$ cat src/rtl/positadd_stream_es3.sv
// -----------------------------------------------------------------------------
// positadd_stream_es3
//
// Streaming front end for a fixed-latency es3 posit adder. Operand pairs are
// accepted on a valid/ready port, issued to the external adder, and the sums
// are collected in a show-ahead result FIFO. The FIFO is drained on a second
// valid/ready port.
//
// Credit scheme: a pair is accepted only when the registered FIFO occupancy
// plus the number of adds still in flight is below DEPTH. Every issued add
// therefore already owns a FIFO slot when its result returns. The adder has no
// stall input, so this is the only safe form of flow control.
//
// After reset the block sits in FLUSH for LATENCY+1 cycles. The adder pipeline
// is not reset, so results from adds issued before reset can still come out.
// They are discarded during FLUSH.
//
// Handshake semantics (both ports): a transfer happens in the cycle in which
// valid and ready are both high at the rising clock edge. valid never waits
// for ready. s_ready is computed from registered state only. m_valid reflects
// the registered FIFO count only.
//
// Ports
//   clk, reset          rising-edge clock, synchronous active-high reset
//   s_valid/s_ready     operand pair handshake; s_in1, s_in2 posit operands
//   add_start           issue strobe to the adder (= s_valid & s_ready)
//   add_in1/add_in2     adder operands, zero when not issuing
//   add_result/add_inf/add_zero/add_done
//                       adder sum, NaR flag, zero flag, result strobe
//   m_valid/m_ready     result handshake; m_result, m_inf, m_zero head entry
//   err_unexpected      sticky: add_done with nothing in flight, or add_done
//                       into a full FIFO with no pop in that cycle
//   dbg_state_o         current FSM state (0 = FLUSH, 1 = RUN)
// -----------------------------------------------------------------------------
module positadd_stream_es3 #(
  parameter int DEPTH   = 8,
  parameter int LATENCY = 4
) (
  input  logic        clk,
  input  logic        reset,
  // operand stream
  input  logic        s_valid,
  output logic        s_ready,
  input  logic [31:0] s_in1,
  input  logic [31:0] s_in2,
  // adder interface
  output logic        add_start,
  output logic [31:0] add_in1,
  output logic [31:0] add_in2,
  input  logic [31:0] add_result,
  input  logic        add_inf,
  input  logic        add_zero,
  input  logic        add_done,
  // result stream
  output logic        m_valid,
  input  logic        m_ready,
  output logic [31:0] m_result,
  output logic        m_inf,
  output logic        m_zero,
  // status
  output logic        err_unexpected,
  output logic        dbg_state_o
);

  // Pointer width, count width (one extra bit so "full" is representable),
  // and occupancy sum width (one more bit so count+inflight cannot overflow).
  localparam int AW = (DEPTH > 1) ? $clog2(DEPTH) : 1;
  localparam int CW = AW + 1;
  localparam int SW = CW + 1;
  localparam int LW = (LATENCY > 0) ? $clog2(LATENCY + 1) : 1;

  localparam logic [CW-1:0] DEPTH_C = CW'(DEPTH);
  localparam logic [SW-1:0] DEPTH_S = SW'(DEPTH);
  localparam logic [LW-1:0] LAT_C   = LW'(LATENCY);

  // FIFO entry layout: {result[31:0], inf, zero}
  localparam int EW = 34;

  typedef enum logic {
    ST_FLUSH = 1'b0,
    ST_RUN   = 1'b1
  } state_e;

  // ---------------------------------------------------------------------------
  // State
  // ---------------------------------------------------------------------------
  state_e          state_q, state_d;
  logic [LW-1:0]   flush_cnt_q, flush_cnt_d;
  logic [CW-1:0]   inflight_q, inflight_d;
  logic [CW-1:0]   count_q, count_d;
  logic [AW-1:0]   wr_ptr_q, wr_ptr_d;
  logic [AW-1:0]   rd_ptr_q, rd_ptr_d;
  logic            err_q, err_d;

  logic [EW-1:0]   mem [DEPTH];

  // ---------------------------------------------------------------------------
  // Handshake and event decode
  // ---------------------------------------------------------------------------
  logic            run;
  logic [SW-1:0]   occupancy;
  logic            pop;
  logic            done_run;
  logic            fifo_full;
  logic            done_orphan;   // add_done with nothing in flight
  logic            done_overrun;  // add_done into a full FIFO, no pop
  logic            push;
  logic            retire;        // an in-flight add has returned
  logic [EW-1:0]   head;

  assign run       = (state_q == ST_RUN);
  assign occupancy = {1'b0, count_q} + {1'b0, inflight_q};

  // reset gates the ready/valid outputs so they are low from the first reset
  // cycle, before the registered state has been cleared.
  assign s_ready   = run & ~reset & (occupancy < DEPTH_S);
  assign add_start = s_valid & s_ready;
  assign add_in1   = add_start ? s_in1 : 32'd0;
  assign add_in2   = add_start ? s_in2 : 32'd0;

  assign m_valid   = ~reset & (count_q != '0);
  assign pop       = m_valid & m_ready;

  assign done_run     = add_done & run & ~reset;
  assign fifo_full    = (count_q == DEPTH_C);
  assign done_orphan  = done_run & (inflight_q == '0);
  assign done_overrun = done_run & fifo_full & ~pop;

  // An orphan result has no credit and is never queued. An overrun result has
  // no slot and is dropped. Every other result in RUN is written.
  assign retire = done_run & ~done_orphan;
  assign push   = retire & ~done_overrun;

  assign head     = mem[rd_ptr_q];
  assign m_result = head[33:2];
  assign m_inf    = head[1];
  assign m_zero   = head[0];

  assign err_unexpected = err_q;
  assign dbg_state_o    = state_q;

  // ---------------------------------------------------------------------------
  // FSM next state: FLUSH counts down from LATENCY, then moves to RUN on the
  // cycle after the counter reads zero. This gives LATENCY+1 FLUSH cycles.
  // ---------------------------------------------------------------------------
  always_comb begin
    state_d     = state_q;
    flush_cnt_d = flush_cnt_q;
    unique case (state_q)
      ST_FLUSH: begin
        if (flush_cnt_q == '0) begin
          state_d = ST_RUN;
        end else begin
          flush_cnt_d = flush_cnt_q - LW'(1);
        end
      end
      ST_RUN: begin
        state_d = ST_RUN;
      end
      default: begin
        state_d = ST_FLUSH;
      end
    endcase
  end

  // ---------------------------------------------------------------------------
  // Credit, FIFO pointer and error next state
  // ---------------------------------------------------------------------------
  always_comb begin
    inflight_d = inflight_q;
    count_d    = count_q;
    wr_ptr_d   = wr_ptr_q;
    rd_ptr_d   = rd_ptr_q;
    err_d      = err_q | done_orphan | done_overrun;

    unique case ({add_start, retire})
      2'b10:   inflight_d = inflight_q + CW'(1);
      2'b01:   inflight_d = inflight_q - CW'(1);
      default: inflight_d = inflight_q;
    endcase

    // Simultaneous push and pop leaves the count unchanged. This holds even
    // when the FIFO is full, because the pop frees the slot being written.
    unique case ({push, pop})
      2'b10:   count_d = count_q + CW'(1);
      2'b01:   count_d = count_q - CW'(1);
      default: count_d = count_q;
    endcase

    if (push) begin
      wr_ptr_d = wr_ptr_q + AW'(1);
    end
    if (pop) begin
      rd_ptr_d = rd_ptr_q + AW'(1);
    end
  end

  // ---------------------------------------------------------------------------
  // Registers
  // ---------------------------------------------------------------------------
  always_ff @(posedge clk) begin
    if (reset) begin
      state_q     <= ST_FLUSH;
      flush_cnt_q <= LAT_C;
      inflight_q  <= '0;
      count_q     <= '0;
      wr_ptr_q    <= '0;
      rd_ptr_q    <= '0;
      err_q       <= 1'b0;
    end else begin
      state_q     <= state_d;
      flush_cnt_q <= flush_cnt_d;
      inflight_q  <= inflight_d;
      count_q     <= count_d;
      wr_ptr_q    <= wr_ptr_d;
      rd_ptr_q    <= rd_ptr_d;
      err_q       <= err_d;
    end
  end

  // Storage is not reset. Entries are only ever read when count_q says they
  // hold data.
  always_ff @(posedge clk) begin
    if (push) begin
      mem[wr_ptr_q] <= {add_result, add_inf, add_zero};
    end
  end

  // ---------------------------------------------------------------------------
  // Invariants of the credit scheme
  // ---------------------------------------------------------------------------
  a_occupancy_bound: assert property (@(posedge clk) disable iff (reset)
    occupancy <= DEPTH_S);
  a_count_bound: assert property (@(posedge clk) disable iff (reset)
    count_q <= DEPTH_C);
  a_no_issue_in_flush: assert property (@(posedge clk) disable iff (reset)
    (state_q == ST_FLUSH) |-> !add_start);

endmodule

$ cat config.mk
export PLATFORM = sky130hd
export DESIGN_NAME = positadd_stream_es3
export DESIGN_NICKNAME = d
export VERILOG_FILES = /design/src/rtl/positadd_stream_es3.sv
export SDC_FILE = /design/constraint.sdc
export NUM_CORES = 1
export LEC_CHECK = 0
export CORE_MARGIN = 5
export CORE_UTILIZATION = 53
export CTS_CLUSTER_DIAMETER = 80
export DETAILED_ROUTE_END_ITERATION = 7
export PLACE_DENSITY = 0.8
export SLEW_MARGIN = 20
export SYNTH_ARGS = -nofsm -noshare
export SYNTH_HDL_FRONTEND = slang
export SYNTH_SLANG_ARGS = --single-unit
export TNS_END_PERCENT = 1
$ cat constraint.sdc
create_clock -name clk -period 6.8 [get_ports clk]
set_input_delay 0.68 -clock clk [delete_from_list [all_inputs] [get_ports clk]]
set_output_delay 0.68 -clock clk [all_outputs]
set_load 0.05 [all_outputs]
# Word level (Yosys, flattened, before mapping)
# Memory sizes are Yosys's and may differ from the RTL's. A register that Yosys moved wholly into a read port is not among the register bits.
# Cells that the tools add are included.
[op_classes] shift=0 n_lt_le_gt_ge=1 bitwise_logic=20 eq_ne=5 muxes=10 addsub=8 multipliers=0 n_div=0 n_reduce_logical=6
[ops] operator="32-bit 2-to-1 mux" n=2
[ops] operator="4-bit case mux with 2 select lines" n=2
[ops] operator="1-bit bitwise AND" n=12
[ops] operator="4-bit by 1-bit adder with 4-bit output, second input constant" n=2
[ops] operator="4-bit by 1-bit subtractor with 4-bit output, second input constant" n=2
[ops] operator="3-bit by 1-bit adder with 3-bit output, second input constant" n=2
[ops] operator="3-bit 2-to-1 mux" n=2
[ops] operator="1-bit inverter" n=6
[ops] operator="4-bit by 4-bit adder with 5-bit output" n=1
[ops] operator="5-bit by 4-bit < comparator with 1-bit output, second input constant" n=1
[ops] operator="2-bit by 1-bit equality test with 1-bit output, second input constant" n=2
[ops] operator="2-bit equality test, second input constant" n=2
[ops] operator="4-bit equality test, second input constant" n=1
[ops] operator="4-bit zero test" n=1
[ops] operator="2-bit nonzero test" n=2
[ops] operator="4-bit nonzero test" n=1
[ops] operator="3-bit zero test" n=1
[ops] operator="1-bit 2-to-1 mux" n=3
[ops] operator="3-bit by 1-bit subtractor with 3-bit output, second input constant" n=1
[ops] operator="1-bit OR" n=2
[ops] operator="1-bit case mux with 2 select lines" n=1
[ops] operator="2-bit AND reduction" n=1
[totals] elab_cells=58 ramBits=272 memories=1 inputBits=103 reg_bits=19 latch_bits=0 romBits=0
[mem_list] name="mem" words=8 word_bits=34 read_ports=1 rd_ports_with_merged_regs=1 wr=1 line="95" rtl="logic [EW-1:0] mem [DEPTH];"

# Logic depth before layout (Yosys ltp)
# Gate-level depths: netlist of the first run.
[depth] ltp_word=9 ltp_mapped=14 mapped_depth_nobuf=13

# Worst setup path after synthesis of the first run
# Ideal clock, no wire load.
[synth_timing] path_type="input port to flip-flop" from="input reset" to="memory mem[1][0] (enable)" required_ns=6.277 stages=5 setup_time_ns=0.523 t_arrival_ns=5.218 slack_ns=1.059 path_cell_list="clkbuf_1 nand2b_1 a311oi_2 nand2b_1 nor4b_1"
[synth_via] elab_chain_cells=9 elab_cells_between_ends=14
[synth_lines] element="start, declared" line="40" rtl="input logic reset,"
[synth_lines] element="1-bit inverter (*)" line="121, 124"
[synth_lines] element="1-bit bitwise AND" line="121" rtl="assign m_valid = ~reset & (count_q != '0);"
[synth_lines] element="1-bit bitwise AND" line="122" rtl="assign pop = m_valid & m_ready;"
[synth_lines] element="1-bit inverter" line="127" rtl="assign done_overrun = done_run & fifo_full & ~pop;"
[synth_lines] element="1-bit bitwise AND" line="127"
[synth_lines] element="1-bit inverter" line="132" rtl="assign push = retire & ~done_overrun;"
[synth_lines] element="1-bit bitwise AND (*)" line="132"
[synth_lines] element="1-bit 2-to-1 mux (*)" line="224" rtl="if (push) begin"
[synth_lines] element="1-bit 2-to-1 mux (implied by the code) (*)" line="225" rtl="mem[wr_ptr_q] <= {add_result, add_inf, add_zero};"
[synth_lines] element="end, declared" line="95"
# Every way passes the cells marked *; elsewhere a longest branch is shown, timed or not.

==> summary.md, run 1 <==
| Metric | Value |
|---|---|
| Slew HR | 0.277 |
| Post-Synthesis Cells | 634 |
| Routed vias | 6758 |
| Count of different cell masters after synthesis | 44 |
| Synth Cell Area | 0.0120 sq mm |
| Design Area, Final | 0.0152 sq mm |
| Worst Path Class, Setup | register to output port |
| Clk pin slew, worst setup/hold paths | 0.06 ns |
| Synth Flop Type | edfxtp_1 |
| # DRC | 0 |
| CP Data Required Time | 6.12 ns |
| Crit share post-route | 0.631 |
| Per-cell routed wire length | 25.0 um |
| # IOs | 206 |
| Final wirelength | 28.7 mm |
| Initial Util | 0.534 |
| P_leak | 5.07 nW |
| Die area | 0.0257 sq mm |
| Routed Antenna Nets | 0 |
| CP top delay family | buffers and inverters |
| Tot GR Track Use | 0.222 |
| Fin util | 0.679 |
| Register Area | 0.00862 sq mm |
| Bufs and invs on worst path | 2 |
| Drt initial violations | 497 |
| Syn_area_per_cell | 18.9 sq um |
| Hold-fix buffers, CTS | 0 |
| Max H-tree Level | 1 |
| Insertion delay to the later sink of the worst-skew pair | 0.52 ns |
| CP max stage delay | about 0.93 ns |
| Cell breakdown of the critical path | buf_4 > mux4_2 > mux2_2 > clkdlybuf4s50_1 |
| Pwr dens | roughly 270 mW/mm^2 |
| DR vias/cell | 5.89 |
| Gr ovfl total | 0 |
| Status | finished, final reports clean |
| Die height | 160 um |
| Row count | between 50 and 60 |
| Setup TNS | 0 ns |
| Async SR Flop Fraction | 0 |
| Final Non-Filler Cells | 1147 |
| F_max | ~0.23 GHz |
| Final Max Slew Viols | 0 |
| Multi-input gate area | 0.00323 sq mm |
| Share of post-route cells with drive strength above 1 | 0.200 |
| Worst-Margin Slew | 1.08 ns |
| Register area share after synthesis | 0.718 |
| Dpl cells | 1098 |
| Fill cells | around 1500 |
| GP Congestion | 0.936 |
| RSZ-0062 raised after global routing | false |
| Clk_skew | around 0.0055 ns |
| Max-Cap Viols | 0 |
| Postcts setup bufs | 0 |
| Final #Nets | 960 |
| Vias in the first global route | 7518 |
| Placed cell areas | 0.0144 sq mm |
| CP Data Arrival Time | 3.61 ns |
| Critical Path Sink Type | output port |
| Area delta synth->final | 27.0% |
| Maximum clock insertion buffer count | 3 |
| # resized after CTS | 0 |
| Net Count, Synth | 751 |
| Yosys reg bits | 294 |
| Crit path launch type | register |
| First-pass GRT wire length | around 44 mm |
| # port buffers | between 200 and 250 |
| Root cell of the clock tree | clkbuf_16 |
| DIE WIDTH | approximately 160 um |
| Hpwl dp | 18.5 mm |
| Initial antenna violation count | 4 |
| Tmin final | 4.29 ns |
| VDD IR max | 0.181 mV |
| Slowest stage cell, crit path | dfxtp_4 |
| YS warnings | 0 |
| HP Class | register to register |
| Final setup violation count | 0 |
| CORE AREA | 0.0224 sq mm |
| Final number of hold-violating endpoints | 0 |
| Post-synth EDFFs | 272 |
| Worst Path Max Fanout | 45 |
| Drt pass-1 iters | 6 |
| Largest net degree at the start of global routing | 69 |
| CTS Buf Count | 27 |
| TritonCTS Sinks | 294 |
| CTS tree | done |
[cells in the final DEF (no fill, tap or decap), types with 3 or more instances in the layout]
cell type,Yosys,layout
or3_1,3,3
and3_1,64,64
nor2_1,28,26
nand3_1,3,3
xor2_1,5,5
xnor2_1,5,5
ha_1,12,12
clkbuf_16,0,27
edfxtp_1,272,272
clkdlybuf4s50_1,0,205
a21oi_1,9,8
clkinv_1,0,4
nor4b_2,0,4
nor4_1,5,3
nor3_1,4,4
nand2_1,10,10
o21ai_0,6,6
dfxtp_1,22,19
buf_4,2,15
inv_1,11,11
clkinv_2,0,4
mux2_2,34,34
clkbuf_1,25,8
a21o_1,3,3
mux4_2,68,68
[worst min-delay path, cell delays in order (launching register included)]
cell     delay (ns)
dfxtp_1        0.31
nor2_1         0.10
nor2_1         0.05
[area by class of cell]
class	instances	area share
Timing Repair Buffer	221	0.144
Tap cell	285	0.0234
Clock inverter	11	0.00518
Antenna cell	2	0.000329
Multi-Input combinational cell	288	0.212
Clock buffer	35	0.0464
Sequential cell	294	0.566
Inverter	11	0.00271
[sequential cells by signal, indices dropped and copies added (netlist names), named ones only]
name            count
count_q             4
wr_ptr_q            3
inflight_q          4
mem               272
rd_ptr_q            3
err_unexpected      1
flush_cnt_q         3
dbg_state_o         1
[per-layer routing]
metal,global-route usage,routed length [um],vias to the layer above
met3,0.0621,2580,40
met4,0.0579,645,4
met2,0.410,15500,339
li1,-,-,2969
met1,0.255,9930,3406
met5,0,25,-
[path summary, 6_finish.rpt]
path             startpoint              to  slack, ns  cells after the start
max                register    m_result[11]       2.51                      4
min          err_unexpected  err_unexpected       0.50                      2
max reg2reg      count_q[3]   inflight_q[3]       3.43                     13
min reg2reg  err_unexpected  err_unexpected       0.50                      2
[stage by stage]
step | hold slack [ns] | power [W] | worst slack (ns)
detailed placement | 0.462 | 0.00279 | 2.26
finish | 0.502 | 0.00412 | 2.51
global placement | 0.465 | 0.00277 | 2.23
global route | 0.524 | 0.00428 | 2.22
floorplan | 0.460 | 0.00255 | 1.06
CTS | 0.494 | 0.00416 | 2.26
[logic make-up after synthesis]
kind of cell	Yosys count	share of synthesized area
flops	294	0.718
compound gates	28	0.0160
buf+inv	52	0.0177
mux	105	0.162
simple gates	131	0.0624
fa+ha+maj	14	0.0159
xor+xnor	10	0.00731
[where the power goes]
part           switching [W]  leakage (nW)  total [W]  internal, W
Sequential         0.0000646          2.62    0.00206      0.00199
Combinational       0.000375          2.06   0.000697     0.000322
Clock               0.000603         0.383    0.00137     0.000765
Total                0.00104          5.07    0.00412      0.00308
[synth_stat cells (2+ instances only)]
master / instances / area, sq um
a21oi_1: 9 / 45.0
mux4_2: 68 / 1530
fa_1: 2 / 40.0
xor2_1: 5 / 43.8
buf_1: 6 / 22.5
nor4_1: 5 / 31.3
a21o_1: 3 / 22.5
clkbuf_1: 25 / 93.8
nand3_1: 3 / 15.0
nand2b_1: 2 / 12.5
buf_4: 2 / 15.0
xnor2_1: 5 / 43.8
o21ai_0: 6 / 30.0
nor3_1: 4 / 20.0
nor4b_1: 4 / 35.0
and3_1: 64 / 400
dfxtp_1: 22 / 440
inv_1: 11 / 41.3
mux2_2: 34 / 383
edfxtp_1: 272 / 8170
mux2i_1: 2 / 20.0
or3_1: 3 / 18.8
nand2_1: 10 / 37.5
buf_2: 8 / 40.0
a31oi_1: 2 / 12.5
nor2_1: 28 / 105
ha_1: 12 / 150
Power figures use the tool's default switching activity.
==> run 2, diff against run 1 <==
--- a/config.mk
+++ b/config.mk
@@ -6,10 +6,10 @@
 export NUM_CORES = 1
 export LEC_CHECK = 0
 export CORE_MARGIN = 5
-export CORE_UTILIZATION = 53
+export CORE_UTILIZATION = 48
 export CTS_CLUSTER_DIAMETER = 80
 export DETAILED_ROUTE_END_ITERATION = 7
-export PLACE_DENSITY = 0.8
+export PLACE_DENSITY = 0.76
 export SLEW_MARGIN = 20
 export SYNTH_ARGS = -nofsm -noshare
 export SYNTH_HDL_FRONTEND = slang
==> constraint.sdc (replaced) <==
create_clock -name clk -period 3.5 [get_ports clk]
set_input_delay 0.35 -clock clk [delete_from_list [all_inputs] [get_ports clk]]
set_output_delay 0.35 -clock clk [all_outputs]
set_load 0.05 [all_outputs]
==> summary.md, run 2 (synthesis results as in run 1) <==
| Metric | Value |
|---|---|
| Dpl cells | 1146 |
| Bufs and invs on worst path | 2 |
| Commonest non-fill, non-tap cells in the layout | 272 x edfxtp_1, 139 x clkdlybuf4s50_1, 74 x buf_12 |
| # resized after CTS | 0 |
| First-pass GRT wire length | ~42 mm |
| Hold path start | err_unexpected |
| Crit path launch type | register |
| Worst Path Max Fanout | 27 |
| Design Area, Final | around 0.016 sq mm |
| Register with the most flip-flops | mem |
| Insertion delay to the later sink of the worst-skew pair | between 0.5 and 0.6 ns |
| Tot GR Track Use | 0.191 |
| CP Data Required Time | approximately 3.2 ns |
| Setup TNS | 0 ns |
| Root cell of the clock tree | clkbuf_16 |
| Clk_skew | 0.00818 ns |
| GP Congestion | around 0.81 |
| CP max stage delay | 0.73 ns |
| Area delta synth->final | 35.3% |
| Placed cell areas | 0.0153 sq mm |
| Routed vias | 6623 |
| Postcts setup bufs | 0 |
| CTS tree | done |
| Share of post-route cells with drive strength above 1 | 0.287 |
| CP top delay family | buffers and inverters |
| DIE WIDTH | 168 um |
| Final setup violation count | 0 |
| Max-Cap Viols | 0 |
| Largest registers | mem: 272 flops, count_q: 4 flops, inflight_q: 4 flops |
| Gr ovfl total | 0 |
| Cell breakdown of the critical path | buf_12 > mux4_2 > mux2_2 > clkdlybuf4s50_1 |
| Final Non-Filler Cells | 1202 |
| Die height | about 170 um |
| VDD IR max | 0.337 mV |
| Final number of hold-violating endpoints | 0 |
| Worst-Margin Slew | 0.611 ns |
| R2r startpoint | inflight_q[3] |
| CP Data Arrival Time | 2.96 ns |
| Crit share post-route | 0.947 |
| # DRC | 0 |
| Status | finished, final reports clean |
| Slew HR | 0.589 |
| HP Class | register to register |
| Row count | 57 |
| P_leak | approximately 5.5 nW |
| Worst Path Class, Setup | register to output port |
| CTS Buf Count | 29 |
| Commonest non-fill, non-tap cell in the layout | edfxtp_1 |
| # port buffers | 205 |
| Drt initial violations | 491 |
| Pwr dens | 509 mW/mm^2 |
| Hpwl dp | 18.0 mm |
| Max H-tree Level | 1 |
| TritonCTS Sinks | 294 |
| Routed Antenna Nets | 0 |
| Tmin final | 3.31 ns |
| Die area | 0.0282 sq mm |
| Vias in the first global route | 7054 |
| CORE AREA | 0.0245 sq mm |
| Final Power | 0.00826 W |
| Critical Path Sink Type | output port |
| Final #Nets | 970 |
| Max reg flops | 272 |
| Final wirelength | 27.0 mm |
| Initial Util | 0.490 |
| Initial antenna violation count | 5 |
| DR vias/cell | 5.51 |
| Largest net degree at the start of global routing | 66 |
| Slowest stage cell, crit path | clkdlybuf4s50_1 |
| Final Max Slew Viols | 0 |
| Maximum clock insertion buffer count | 3 |
| Hold-fix buffers, CTS | 0 |
| # IOs | 206 |
| Per-cell routed wire length | 22.5 um |
| RSZ-0062 raised after global routing | false |
| F_max | 0.302 GHz |
| Drt pass-1 iters | 4 |
| Clk pin slew, worst setup/hold paths | 0.06 ns |
[run 2: cell types whose count changed in the layout (fill, tap and decap cells not counted), sizes merged]
cell / change
buf: +74
clkbuf: +3
clkdlybuf4s50: -66
clkinvlp: +2
diode: +2
inv: +1
[run 2: tightest hold or removal path: stages, from the launching register on]
cell	delay (ns)
dfxtp_1	0.34
nor2_1	0.05
nor2_1	0.07
[run 2: where the power goes]
part | total [W] | internal (W) | switching [W]
clock | 0.00282 | 0.00160 | 0.00122
combinational | 0.00150 | 0.000708 | 0.000790
sequential | 0.00394 | 0.00387 | 0.0000666
[run 2: final timing paths]
check | to | slack (ns) | depth (start not counted)
max | m_result[4] | 0.19 | 4
min | err_unexpected | 0.49 | 2
max reg2reg | inflight_q[3] | 0.65 | 13
min reg2reg | err_unexpected | 0.49 | 2
[run 2: routing by layer]
layer / up-vias / track usage / share of wire
met2: 275 / 0.340 / 0.53
met3: 27 / 0.0586 / 0.092
met5: - / 0 / 0.00074
met4: 2 / 0.0498 / 0.017
met1: 3321 / 0.226 / 0.36
li1: 2998 / - / -
[run 2: through the flow]
stage | worst slack, ns | utilization | hold WS [ns]
2_1_floorplan | -0.388 | - | 0.449
6_report | 0.187 | 0.663 | 0.494
5_1_grt | 0.0263 | 0.663 | 0.514
3_5_place_dp | 0.399 | 0.627 | 0.479
3_3_place_gp | 0.441 | 0.627 | 0.476
4_1_cts | 0.127 | 0.662 | 0.499
[run 2: final cells by class]
class,instances,area [sq um]
timing repair buffer,229,2990
tap,324,405
antenna,4,10.0
clock buffer,38,759
fill,1616,8250
clock inverter,14,105
multi-input combinational,288,3280
inverter,11,41.3
sequential,294,8620
